--- src/rtl/rv_decode_stage_if.sv ---
// Fetch-to-decode and decode-to-execute signal bundle.
// Master drives fetch side and execute ready; slave is the stage.
interface rv_decode_stage_if #(
  parameter int XLEN = 64
);
  logic            in_valid;
  logic            in_ready;
  logic [XLEN-1:0] in_pc;
  logic [31:0]     in_inst;
  logic            out_valid;
  logic            out_ready;
  logic [XLEN-1:0] out_pc;
  logic [31:0]     out_inst;
  logic [4:0]      out_rd;
  logic [4:0]      out_rs1;
  logic [4:0]      out_rs2;
  logic [XLEN-1:0] out_imm;
  logic [2:0]      out_fmt;
  logic [11:0]     out_cls;
  logic [2:0]      out_func3;
  logic            out_w;
  logic            out_mul;
  logic            out_div;
  logic            out_rem;
  logic            out_dsign;
  logic [1:0]      out_ras;
  logic            out_illegal;

  modport master (
    output in_valid, in_pc, in_inst, out_ready,
    input  in_ready, out_valid, out_pc, out_inst,
    input  out_rd, out_rs1, out_rs2, out_imm,
    input  out_fmt, out_cls, out_func3, out_w,
    input  out_mul, out_div, out_rem, out_dsign,
    input  out_ras, out_illegal
  );

  modport slave (
    input  in_valid, in_pc, in_inst, out_ready,
    output in_ready, out_valid, out_pc, out_inst,
    output out_rd, out_rs1, out_rs2, out_imm,
    output out_fmt, out_cls, out_func3, out_w,
    output out_mul, out_div, out_rem, out_dsign,
    output out_ras, out_illegal
  );
endinterface

--- src/rtl/rv_decode_stage.sv ---
// RV decode stage: combinational decode, registered output
// with optional 2-entry skid buffer and flush.
module rv_decode_stage #(
  parameter int              XLEN     = 64,
  parameter logic [XLEN-1:0] RESET_PC = 'h80000000,
  parameter bit              SKID_EN  = 1
) (
  input  logic             clk,
  input  logic             rst,
  input  logic             flush,
  rv_decode_stage_if.slave io
);

  localparam bit X64 = (XLEN == 64);

  typedef enum logic [2:0] {
    F_N, F_I, F_U, F_S, F_J, F_R, F_B
  } fmt_e;

  typedef struct packed {
    logic [XLEN-1:0] pc;
    logic [31:0]     inst;
    logic [XLEN-1:0] imm;
    logic [2:0]      fmt;
    logic [11:0]     cls;
    logic            w;
    logic            mul;
    logic            div;
    logic            rem;
    logic            dsign;
    logic [1:0]      ras;
    logic            illegal;
  } dec_t;

  logic [31:0] i;
  logic [4:0]  opc;
  logic        q;
  logic [11:0] cls;
  logic [31:0] imm32;
  logic        lk_rd;
  logic        lk_rs;
  dec_t        d;

  assign i   = io.in_inst;
  assign opc = i[6:2];
  assign q   = (i[1:0] == 2'b11);

  // class bit order: imm ld st imm32 sys auipc lui op op32 br jal jalr
  assign cls[0]  = q & (opc == 5'b00100);
  assign cls[1]  = q & (opc == 5'b00000);
  assign cls[2]  = q & (opc == 5'b01000);
  assign cls[3]  = q & (opc == 5'b00110) & X64;
  assign cls[4]  = q & (opc == 5'b11100);
  assign cls[5]  = q & (opc == 5'b00101);
  assign cls[6]  = q & (opc == 5'b01101);
  assign cls[7]  = q & (opc == 5'b01100);
  assign cls[8]  = q & (opc == 5'b01110) & X64;
  assign cls[9]  = q & (opc == 5'b11000);
  assign cls[10] = q & (opc == 5'b11011);
  assign cls[11] = q & (opc == 5'b11001);

  assign lk_rd = (i[11:7] == 5'd1)
               | (i[11:7] == 5'd5);
  assign lk_rs = (i[19:15] == 5'd1)
               | (i[19:15] == 5'd5);

  always_comb begin
    d       = '0;
    imm32   = '0;
    d.pc    = io.in_pc;
    d.inst  = i;
    d.cls   = cls;
    unique case (1'b1)
      cls[0], cls[1], cls[3],
      cls[4], cls[11]:  d.fmt = F_I;
      cls[5], cls[6]:   d.fmt = F_U;
      cls[2]:           d.fmt = F_S;
      cls[10]:          d.fmt = F_J;
      cls[7], cls[8]:   d.fmt = F_R;
      cls[9]:           d.fmt = F_B;
      default:          d.fmt = F_N;
    endcase
    unique case (d.fmt)
      F_I: imm32 = {{20{i[31]}}, i[31:20]};
      F_U: imm32 = {i[31:12], 12'b0};
      F_S: imm32 = {{20{i[31]}}, i[31:25],
                    i[11:7]};
      F_J: imm32 = {{12{i[31]}}, i[19:12],
                    i[20], i[30:21], 1'b0};
      F_B: imm32 = {{20{i[31]}}, i[7],
                    i[30:25], i[11:8], 1'b0};
      default: imm32 = '0;
    endcase
    d.imm = XLEN'($signed(imm32));
    if (d.fmt == F_R && i[25]) begin
      d.mul   = ~i[14];
      d.div   = i[14];
      d.rem   = i[14] & i[13];
      d.dsign = ~i[12];
    end
    d.w = cls[3] | cls[8];
    // rs1==rd link on jalr is a plain call
    if (cls[10]) d.ras = {1'b0, lk_rd};
    if (cls[11]) d.ras = {lk_rs & ~(lk_rd &
                  (i[19:15] == i[11:7])), lk_rd};
    d.illegal = ~|cls;
  end

  dec_t out_q;
  dec_t skid_q;
  logic ov;
  logic sv;
  logic acc;
  logic drain;

  assign drain = ~ov | io.out_ready;
  assign acc   = io.in_valid & io.in_ready;

  assign io.in_ready = SKID_EN ? ~sv : drain;

  always_ff @(posedge clk) begin
    if (rst) begin
      ov       <= 1'b0;
      sv       <= 1'b0;
      out_q    <= '0;
      out_q.pc <= RESET_PC;
      skid_q   <= '0;
    end else if (flush) begin
      ov <= 1'b0;
      sv <= 1'b0;
    end else if (drain) begin
      if (sv) begin
        out_q <= skid_q;
        ov    <= 1'b1;
        sv    <= 1'b0;
      end else begin
        ov <= acc;
        if (acc) out_q <= d;
      end
    end else if (acc && SKID_EN) begin
      skid_q <= d;
      sv     <= 1'b1;
    end
  end

  assign io.out_valid   = ov;
  assign io.out_pc      = out_q.pc;
  assign io.out_inst    = out_q.inst;
  assign io.out_rd      = out_q.inst[11:7];
  assign io.out_rs1     = out_q.inst[19:15];
  assign io.out_rs2     = out_q.inst[24:20];
  assign io.out_func3   = out_q.inst[14:12];
  assign io.out_imm     = out_q.imm;
  assign io.out_fmt     = out_q.fmt;
  assign io.out_cls     = out_q.cls;
  assign io.out_w       = out_q.w;
  assign io.out_mul     = out_q.mul;
  assign io.out_div     = out_q.div;
  assign io.out_rem     = out_q.rem;
  assign io.out_dsign   = out_q.dsign;
  assign io.out_ras     = out_q.ras;
  assign io.out_illegal = out_q.illegal;

endmodule

--- src/flat_wrapper.sv ---
// flat-port wrapper written by rule: the top's interface ports become plain ports
module rv_decode_stage_flat 
#(
  parameter int              XLEN     = 64,
  parameter logic [XLEN-1:0] RESET_PC = 'h80000000,
  parameter bit              SKID_EN  = 1
)
  (clk, rst, flush, io_in_valid, io_in_pc, io_in_inst, io_out_ready, io_in_ready, io_out_valid, io_out_pc, io_out_inst, io_out_rd, io_out_rs1, io_out_rs2, io_out_imm, io_out_fmt, io_out_cls, io_out_func3, io_out_w, io_out_mul, io_out_div, io_out_rem, io_out_dsign, io_out_ras, io_out_illegal);
  rv_decode_stage_if #(.XLEN(XLEN)) io_i ();
  input  logic clk;
  input  logic rst;
  input  logic flush;
  input wire logic [$bits(io_i.in_valid)-1:0] io_in_valid;
  input wire logic [$bits(io_i.in_pc)-1:0] io_in_pc;
  input wire logic [$bits(io_i.in_inst)-1:0] io_in_inst;
  input wire logic [$bits(io_i.out_ready)-1:0] io_out_ready;
  output wire logic [$bits(io_i.in_ready)-1:0] io_in_ready;
  output wire logic [$bits(io_i.out_valid)-1:0] io_out_valid;
  output wire logic [$bits(io_i.out_pc)-1:0] io_out_pc;
  output wire logic [$bits(io_i.out_inst)-1:0] io_out_inst;
  output wire logic [$bits(io_i.out_rd)-1:0] io_out_rd;
  output wire logic [$bits(io_i.out_rs1)-1:0] io_out_rs1;
  output wire logic [$bits(io_i.out_rs2)-1:0] io_out_rs2;
  output wire logic [$bits(io_i.out_imm)-1:0] io_out_imm;
  output wire logic [$bits(io_i.out_fmt)-1:0] io_out_fmt;
  output wire logic [$bits(io_i.out_cls)-1:0] io_out_cls;
  output wire logic [$bits(io_i.out_func3)-1:0] io_out_func3;
  output wire logic [$bits(io_i.out_w)-1:0] io_out_w;
  output wire logic [$bits(io_i.out_mul)-1:0] io_out_mul;
  output wire logic [$bits(io_i.out_div)-1:0] io_out_div;
  output wire logic [$bits(io_i.out_rem)-1:0] io_out_rem;
  output wire logic [$bits(io_i.out_dsign)-1:0] io_out_dsign;
  output wire logic [$bits(io_i.out_ras)-1:0] io_out_ras;
  output wire logic [$bits(io_i.out_illegal)-1:0] io_out_illegal;
  assign io_i.in_valid = io_in_valid;
  assign io_i.in_pc = io_in_pc;
  assign io_i.in_inst = io_in_inst;
  assign io_i.out_ready = io_out_ready;
  assign io_in_ready = io_i.in_ready;
  assign io_out_valid = io_i.out_valid;
  assign io_out_pc = io_i.out_pc;
  assign io_out_inst = io_i.out_inst;
  assign io_out_rd = io_i.out_rd;
  assign io_out_rs1 = io_i.out_rs1;
  assign io_out_rs2 = io_i.out_rs2;
  assign io_out_imm = io_i.out_imm;
  assign io_out_fmt = io_i.out_fmt;
  assign io_out_cls = io_i.out_cls;
  assign io_out_func3 = io_i.out_func3;
  assign io_out_w = io_i.out_w;
  assign io_out_mul = io_i.out_mul;
  assign io_out_div = io_i.out_div;
  assign io_out_rem = io_i.out_rem;
  assign io_out_dsign = io_i.out_dsign;
  assign io_out_ras = io_i.out_ras;
  assign io_out_illegal = io_i.out_illegal;
  rv_decode_stage #(.XLEN(XLEN), .RESET_PC(RESET_PC), .SKID_EN(SKID_EN)) u_core (.clk(clk), .rst(rst), .flush(flush), .io(io_i));
endmodule
--- config.mk ---
export PLATFORM = sky130hd
export DESIGN_NAME = rv_decode_stage_flat
export DESIGN_NICKNAME = d
export VERILOG_FILES = /design/src/rtl/rv_decode_stage_if.sv /design/src/rtl/rv_decode_stage.sv /design/src/flat_wrapper.sv
export SDC_FILE = /design/constraint.sdc
export NUM_CORES = 1
export LEC_CHECK = 0
export ABC_AREA = 0
export BUFFER_PORTS_ARGS = -buffer_cell sky130_fd_sc_hd__buf_2
export CAP_MARGIN = 10
export CORE_MARGIN = 3
export CORE_UTILIZATION = 45
export CTS_BUF_LIST = sky130_fd_sc_hd__clkbuf_2 sky130_fd_sc_hd__clkbuf_4 sky130_fd_sc_hd__clkbuf_8
export CTS_CLUSTER_SIZE = 25
export DETAILED_ROUTE_END_ITERATION = 10
export GPL_TIMING_DRIVEN = 0
export PLACE_DENSITY_LB_ADDON = 0.25
export SLEW_MARGIN = 20
export SYNTH_ARGS = -nofsm -noshare
export SYNTH_HDL_FRONTEND = slang
export SYNTH_SLANG_ARGS = --single-unit
--- constraint.sdc ---
create_clock -name clk -period 1.93 [get_ports clk]
set_input_delay 0.0965 -clock clk [delete_from_list [all_inputs] [get_ports clk]]
set_output_delay 0.0965 -clock clk [all_outputs]
set_load 0.005 [all_outputs]
Yosys cells after proc, flatten, opt, wreduce, memory -nomap -nowiden
Cells that the tools add are included.
W data, S select, Z words.
{"block": "totals", "inputBits": 101, "ram_bits": 0, "n_memories": 0, "word_cells": 96, "reg_bits": 336, "romBits": 0, "output_inout_bits": 203, "latchBits": 0}
{"block": "op_classes", "n_shift": 0, "mux": 8, "bitwise_logic": 27, "n_lt_le_gt_ge": 0, "reduce_logical": 12, "addsub": 0, "n_eq_ne": 23, "n_mul": 0, "n_div": 0}
{"op": "$mux W183", "n": 2}
{"op": "$pmux W32 S5", "n": 1}
{"op": "$eq A5 B3 Y1 const B", "n": 5}
{"op": "$eq A5 B4 Y1 const B", "n": 4}
{"op": "$eq A5 B5 Y1 const B", "n": 4}
{"op": "$pmux W3 S6", "n": 1}
{"op": "$and A1 B1 Y1", "n": 16}
{"op": "$reduce_or A12 Y1", "n": 1}
{"op": "$eq A5 B1 Y1 const B", "n": 2}
{"op": "$eq A3 B3 Y1 const B", "n": 3}
{"op": "$not A1 Y1", "n": 7}
{"op": "$eq A3 B2 Y1 const B", "n": 2}
{"op": "$reduce_and A3 Y1", "n": 2}
{"op": "$reduce_or A2 Y1", "n": 3}
{"op": "$eq A5 B5 Y1", "n": 1}
{"op": "$logic_not A5 Y1", "n": 1}
{"op": "$reduce_or A5 Y1", "n": 1}
{"op": "$mux W4", "n": 1}
{"op": "$or A1 B1 Y1", "n": 4}
{"op": "$eq A3 B1 Y1 const B", "n": 1}
{"op": "$reduce_or A3 Y1", "n": 1}
{"op": "$eq A2 B2 Y1 const B", "n": 1}
{"op": "$mux W1", "n": 2}
{"op": "$mux W2", "n": 1}
{"op": "other kinds (3)", "n": 3}

Logic depth before layout (Yosys ltp)
{"block": "logic_depth", "word_depth": 9, "depth_mapped": 8, "depth_no_buf": 5}

Least setup slack after synthesis
Ideal clock, no wire load.
{"block": "synth_path", "path_type": "reg-to-reg", "from": "register u_core.ov, in the netlist u_core.io.out_valid", "to": "register u_core.out_q, in the netlist u_core.io.out_pc[10]", "slack_ps": 252, "stages_incl_launch_ff": 7, "arrival_ps": 1592, "path_cell_list": "dfxtp_1 -> nor2b_1 -> nor3_1 -> clkbuf_1 -> clkbuf_1 -> nor2_1 -> a211oi_1"}
{"block": "synth_between", "elab_chain_len": 3}
{"item": "start: declaration", "line": "rv_decode_stage.sv:111", "source": "logic ov;"}
{"item": "start signal: assignment", "line": "rv_decode_stage.sv:123", "source": "ov <= 1'b0;"}
{"item": "start signal: assignment", "line": "rv_decode_stage.sv:129", "source": "ov <= 1'b0;"}
{"item": "start signal: assignment", "line": "rv_decode_stage.sv:134", "source": "ov <= 1'b1;"}
{"item": "$not A1 Y1", "line": "rv_decode_stage.sv:116", "source": "assign drain = ~ov | io.out_ready;"}
{"item": "$or A1 B1 Y1", "line": "rv_decode_stage.sv:116"}
{"item": "$reduce_and A3 Y1 (no source line)"}
{"item": "end signal: assignment", "line": "rv_decode_stage.sv:133", "source": "out_q <= skid_q;"}
{"item": "end: declaration", "line": "rv_decode_stage.sv:109", "source": "dec_t out_q;"}
Every way passes these cells.
A chain may end at the register's enable or synchronous reset.

Worst setup path in the final report
{"block": "layout_path", "from": "register u_core.sv", "to": "register u_core.out_q, in the netlist u_core.io.out_inst[3]"}
{"block": "layout_between", "elab_chain_len": 4, "elab_cells_between_ends": 5}
{"item": "start: declaration", "line": "rv_decode_stage.sv:112", "source": "logic sv;"}
{"item": "start signal: assignment", "line": "rv_decode_stage.sv:124", "source": "sv <= 1'b0;"}
{"item": "start signal: assignment", "line": "rv_decode_stage.sv:130", "source": "sv <= 1'b0;"}
{"item": "start signal: assignment", "line": "rv_decode_stage.sv:135", "source": "sv <= 1'b0;"}
{"item": "$not A1 Y1", "line": "rv_decode_stage.sv:119", "source": "assign io.in_ready = SKID_EN ? ~sv : drain;"}
{"item": "$and A1 B1 Y1", "line": "rv_decode_stage.sv:117", "source": "assign acc = io.in_valid & io.in_ready;"}
{"item": "$reduce_bool A2 Y1 (no source line)"}
{"item": "$reduce_and A3 Y1 (no source line)"}
Several ways; a longest one is shown, not always the timed one.

==> impl_metrics.csv <==
group,metric,value,unit
setup_path,r2r-end,"u_core.io.out_inst[3]",
logic_synthesis,synthCells,1504,
die,die_area,30470,sq um
logic_synthesis,synth_ff_type,"dfxtp_1",
placed_design,dpl.hpwl,29840,um
power_and_ir_drop,p_leak,6.722,nW
drt,post-route-drc-count,0,
sta,tightest_slew,0.9153,ns
setup_path,crit_family,"buffers and inverters",
layout,drive_above_1_share,0.2773,
layout,area_growth,32.85,%
global_routing,antenna_found_initial,2,
placed_design,dp_cells,2182,
setup_path,timing.critical_path.to,"u_core.io.out_inst[3]",
setup_path,crit_path_max_incr_delay,0.58,ns
sta,max_freq,520.5,MHz
drt,drt-initial-drc-count,905,
setup_path,cp_data_arrival_time,2.41,ns
drt,drt-wirelength-per-cell,18.23,um
setup_path,crit_path_frequent_cell,"buf_2",
logic_synthesis,synthDistinctLibCells,61,
global_routing,grt_pass1_vias,12211,
global_routing,grt_pass1_wl,66930,um
sta,fin_crit_sh,0.9954,
setup_path,r2r_setup_slack,0.009,ns
clock_tree,cts_tree,"built",
logic_synthesis,yosysWarnings,0,
die,core_area,27860,sq um
placed_design,gp_congestion,0.9456,
sta,rsz0062_at_grt,"true",
setup_path,worstReg2RegStart,"u_core.sv",
setup_path,crit_start,"u_core.sv",
setup_path,cp.depth,5,
setup_path,path_max_fanout,10,
layout,register_area,6087,sq um
clock_tree,cts_made_buffers,51,
layout,design_area,16990,sq um
layout,filler_cell_count,2523,
setup_path,crit_chain,"buf_2 -> buf_2 -> clkbuf_1 -> mux2i_1 -> a211oi_1",
die,fp.dieW,174.6,um
job,drv_cap,0,
setup_path,critical_path.endpoint_type,"register",
global_routing,grt_max_degree,35,
global_routing,grt_use_total,0.2729,
layout,multi_input_comb_area,5841,sq um
sta,finalSetupViolations,0,
sta,setup_slack,0.008896,ns
sta,maxSlewViolCount,0,
clock_tree,insertion_delay,0.58,ns
setup_path,ff2ff_path_depth,5,
clock_tree,clock_path_buffers,3,
logic_synthesis,syn-num-nets,1605,
logic_synthesis,synth_area,12790,sq um
drt,drtPass1Iterations,6,
logic_synthesis,synthMostInstantiatedCell,"dfxtp_1",
placed_design,port_buffers,300,
placed_design,post-place-ws,-0.5122,ns
logic_synthesis,ys_top_cells_by_count,"304 x dfxtp_1, 272 x nand2_1, 176 x nor2_1",
status,status,"complete, no violations",
logic_synthesis,avgSynthCellArea,8.501,sq um
power_and_ir_drop,ir_drop,491.0,uV
logic_synthesis,yosysTopAreaCell,"dfxtp_1",
logic_synthesis,synthArstFlopShare,0,
clock_tree,cts-root-buf,"clkbuf_8",
layout,fin_util,0.6097,
logic_synthesis,synthTopCellsByArea,"dfxtp_1 48%, nand2_1 8.0%, mux2i_1 7.4%",
sta,hold_viol_final,0,
logic_synthesis,synth_seq_cells,304,
sta,skew,0.02490,ns
logic_synthesis,synth_top_area_frac,0.4760,
clock_tree,htreeDepth,2,
drt,viasPerCell,5.392,
die,rows,61,
drt,vias,12764,
setup_path,worstSetupPathType,"reg -> reg",
die,start_util,0.4590,
setup_path,cp.required,2.42,ns
hold_path,hold_path_class,"in -> reg",
sta,slew_headroom,0.3851,
die,ios,304,
die,die_y,174.6,um
power_and_ir_drop,power_density,836.4,nW/um^2
logic_synthesis,seq_area_frac_synth,0.4760,
placed_design,placed_area,14760,sq um
drt,wirelength,43150,um
global_routing,grt_overflow_total,0,
drt,ant_nets,0,
clock_tree,path_clk_slew,0.06,ns
sta,period_needed,1.921,ns
clock_tree,cts.sinks,304,
layout,layout.cells.non_filler,2367,
logic_synthesis,synth_edf_count,0,
setup_path,crit_path_top_delay_cell,"clkbuf_1",
clock_tree,cts_setup_buffers,0,
setup_path,crit_buf_inv,3,
setup_path,cp-start-kind,"register",
layout,nNetsFinal,2055,
## area by class of cell
type,instances,area share
timing repair buffer,399,0.1466
clock buffer,83,0.06062
buffer,177,0.05944
inverter,3,0.0006629
multi-input combinational,1018,0.3438
sequential,304,0.3584
tap,378,0.02784
antenna,2,0.0002946
clock inverter,3,0.002357
## worst min path at each step
stage	startpoint	to	cells past startpoint
2_1_floorplan	flush	u_core.io.out_valid	1
3_3_place_gp	flush	u_core.sv	2
3_5_place_dp	flush	u_core.io.out_valid	2
4_1_cts	io_in_inst[5]	u_core.skid_q[9]	3
5_1_grt	io_in_inst[5]	u_core.skid_q[9]	3
6_report	io_in_inst[5]	u_core.skid_q[9]	3
## sequential cells by signal, summed over array words and instances (netlist names), 2 cells and up
signal and cells:
u_core.io.out_cls 12, u_core.io.out_fmt 3, u_core.io.out_imm 32, u_core.io.out_inst 32
u_core.io.out_pc 64, u_core.io.out_ras 2, u_core.skid_q 151
## stage by stage
stage / hold slack (ns) / total power [mW] / TNS [ns]
floorplan: 0.1750 / 7.476 / 0
finish: 0.03528 / 14.21 / 0
detailed placement: 0.3432 / 8.158 / -91.61
global placement: 0.3355 / 8.136 / -82.01
CTS: 0.003224 / 14.26 / -0.1254
global route: 0.04040 / 14.75 / -1.957
## tightest hold or removal path: stages
cell     delay, ns
buf_2         0.20
or4b_1        0.18
a21oi_1       0.06
## routing by layer
metal	wire length (um)	GRT usage	vias up
met4	1578	0.1124	0
met5	0	0	-
met3	3181	0.04958	110
li1	-	-	6111
met2	20020	0.4304	512
met1	18380	0.3705	6031
## layout by cell type, fill, tap and decap left out, types with 3 or more instances in the layout
cell type      count
dfxtp_1          303
nand3_1           18
a21oi_1          125
a32oi_1            4
dlygate4sd3_1     98
clkbuf_1          46
or3_1              5
a211oi_1         117
clkbuf_8          66
nor2b_1            4
inv_1              3
buf_6              3
nor2_1           174
and2_1             3
nand2b_1           5
o311ai_0           3
o211ai_1           6
a31oi_1            5
nor2_2             3
nand4_1            3
o21ai_0           50
a21o_1             3
nor4_1             5
a311oi_1           7
a211oi_2          11
o2bb2a_1          11
nor3_1            28
buf_1              3
mux2i_1           94
clkbuf_2          33
buf_4             55
buf_2            328
a221oi_1          15
clkbuf_4          27
and3_1             4
nand2_1          272
## timing repair
action	in CTS	in global routing
gates resized for setup	46	44
hold endpoints to repair	239	0
setup endpoints to repair	316	173
hold buffers	98	0
gates cloned	0	1
## cells by family (layout without fill, tap and decap cells)
| group | Yosys count | in the layout | share of synthesized area |
|---|---|---|---|
| other | 0 | 2 | 0 |
| muxes | 94 | 94 | 0.07359 |
| buffers and inverters | 182 | 665 | 0.07310 |
| DFF | 304 | 304 | 0.4760 |
| AOI/OAI and AO/OA | 378 | 378 | 0.1986 |
| and+or+nand+nor | 544 | 544 | 0.1773 |
| xor gates and xnor gates | 1 | 1 | 0.0006851 |
| adders and majority gates | 1 | 1 | 0.0007829 |
## power by group
part	switching (mW)	total [mW]	internal, mW
clock network	2.51	5.98	3.47
logic	0.878	1.61	0.727
registers	0.128	6.62	6.49
(Power assumes the default switching activity.)
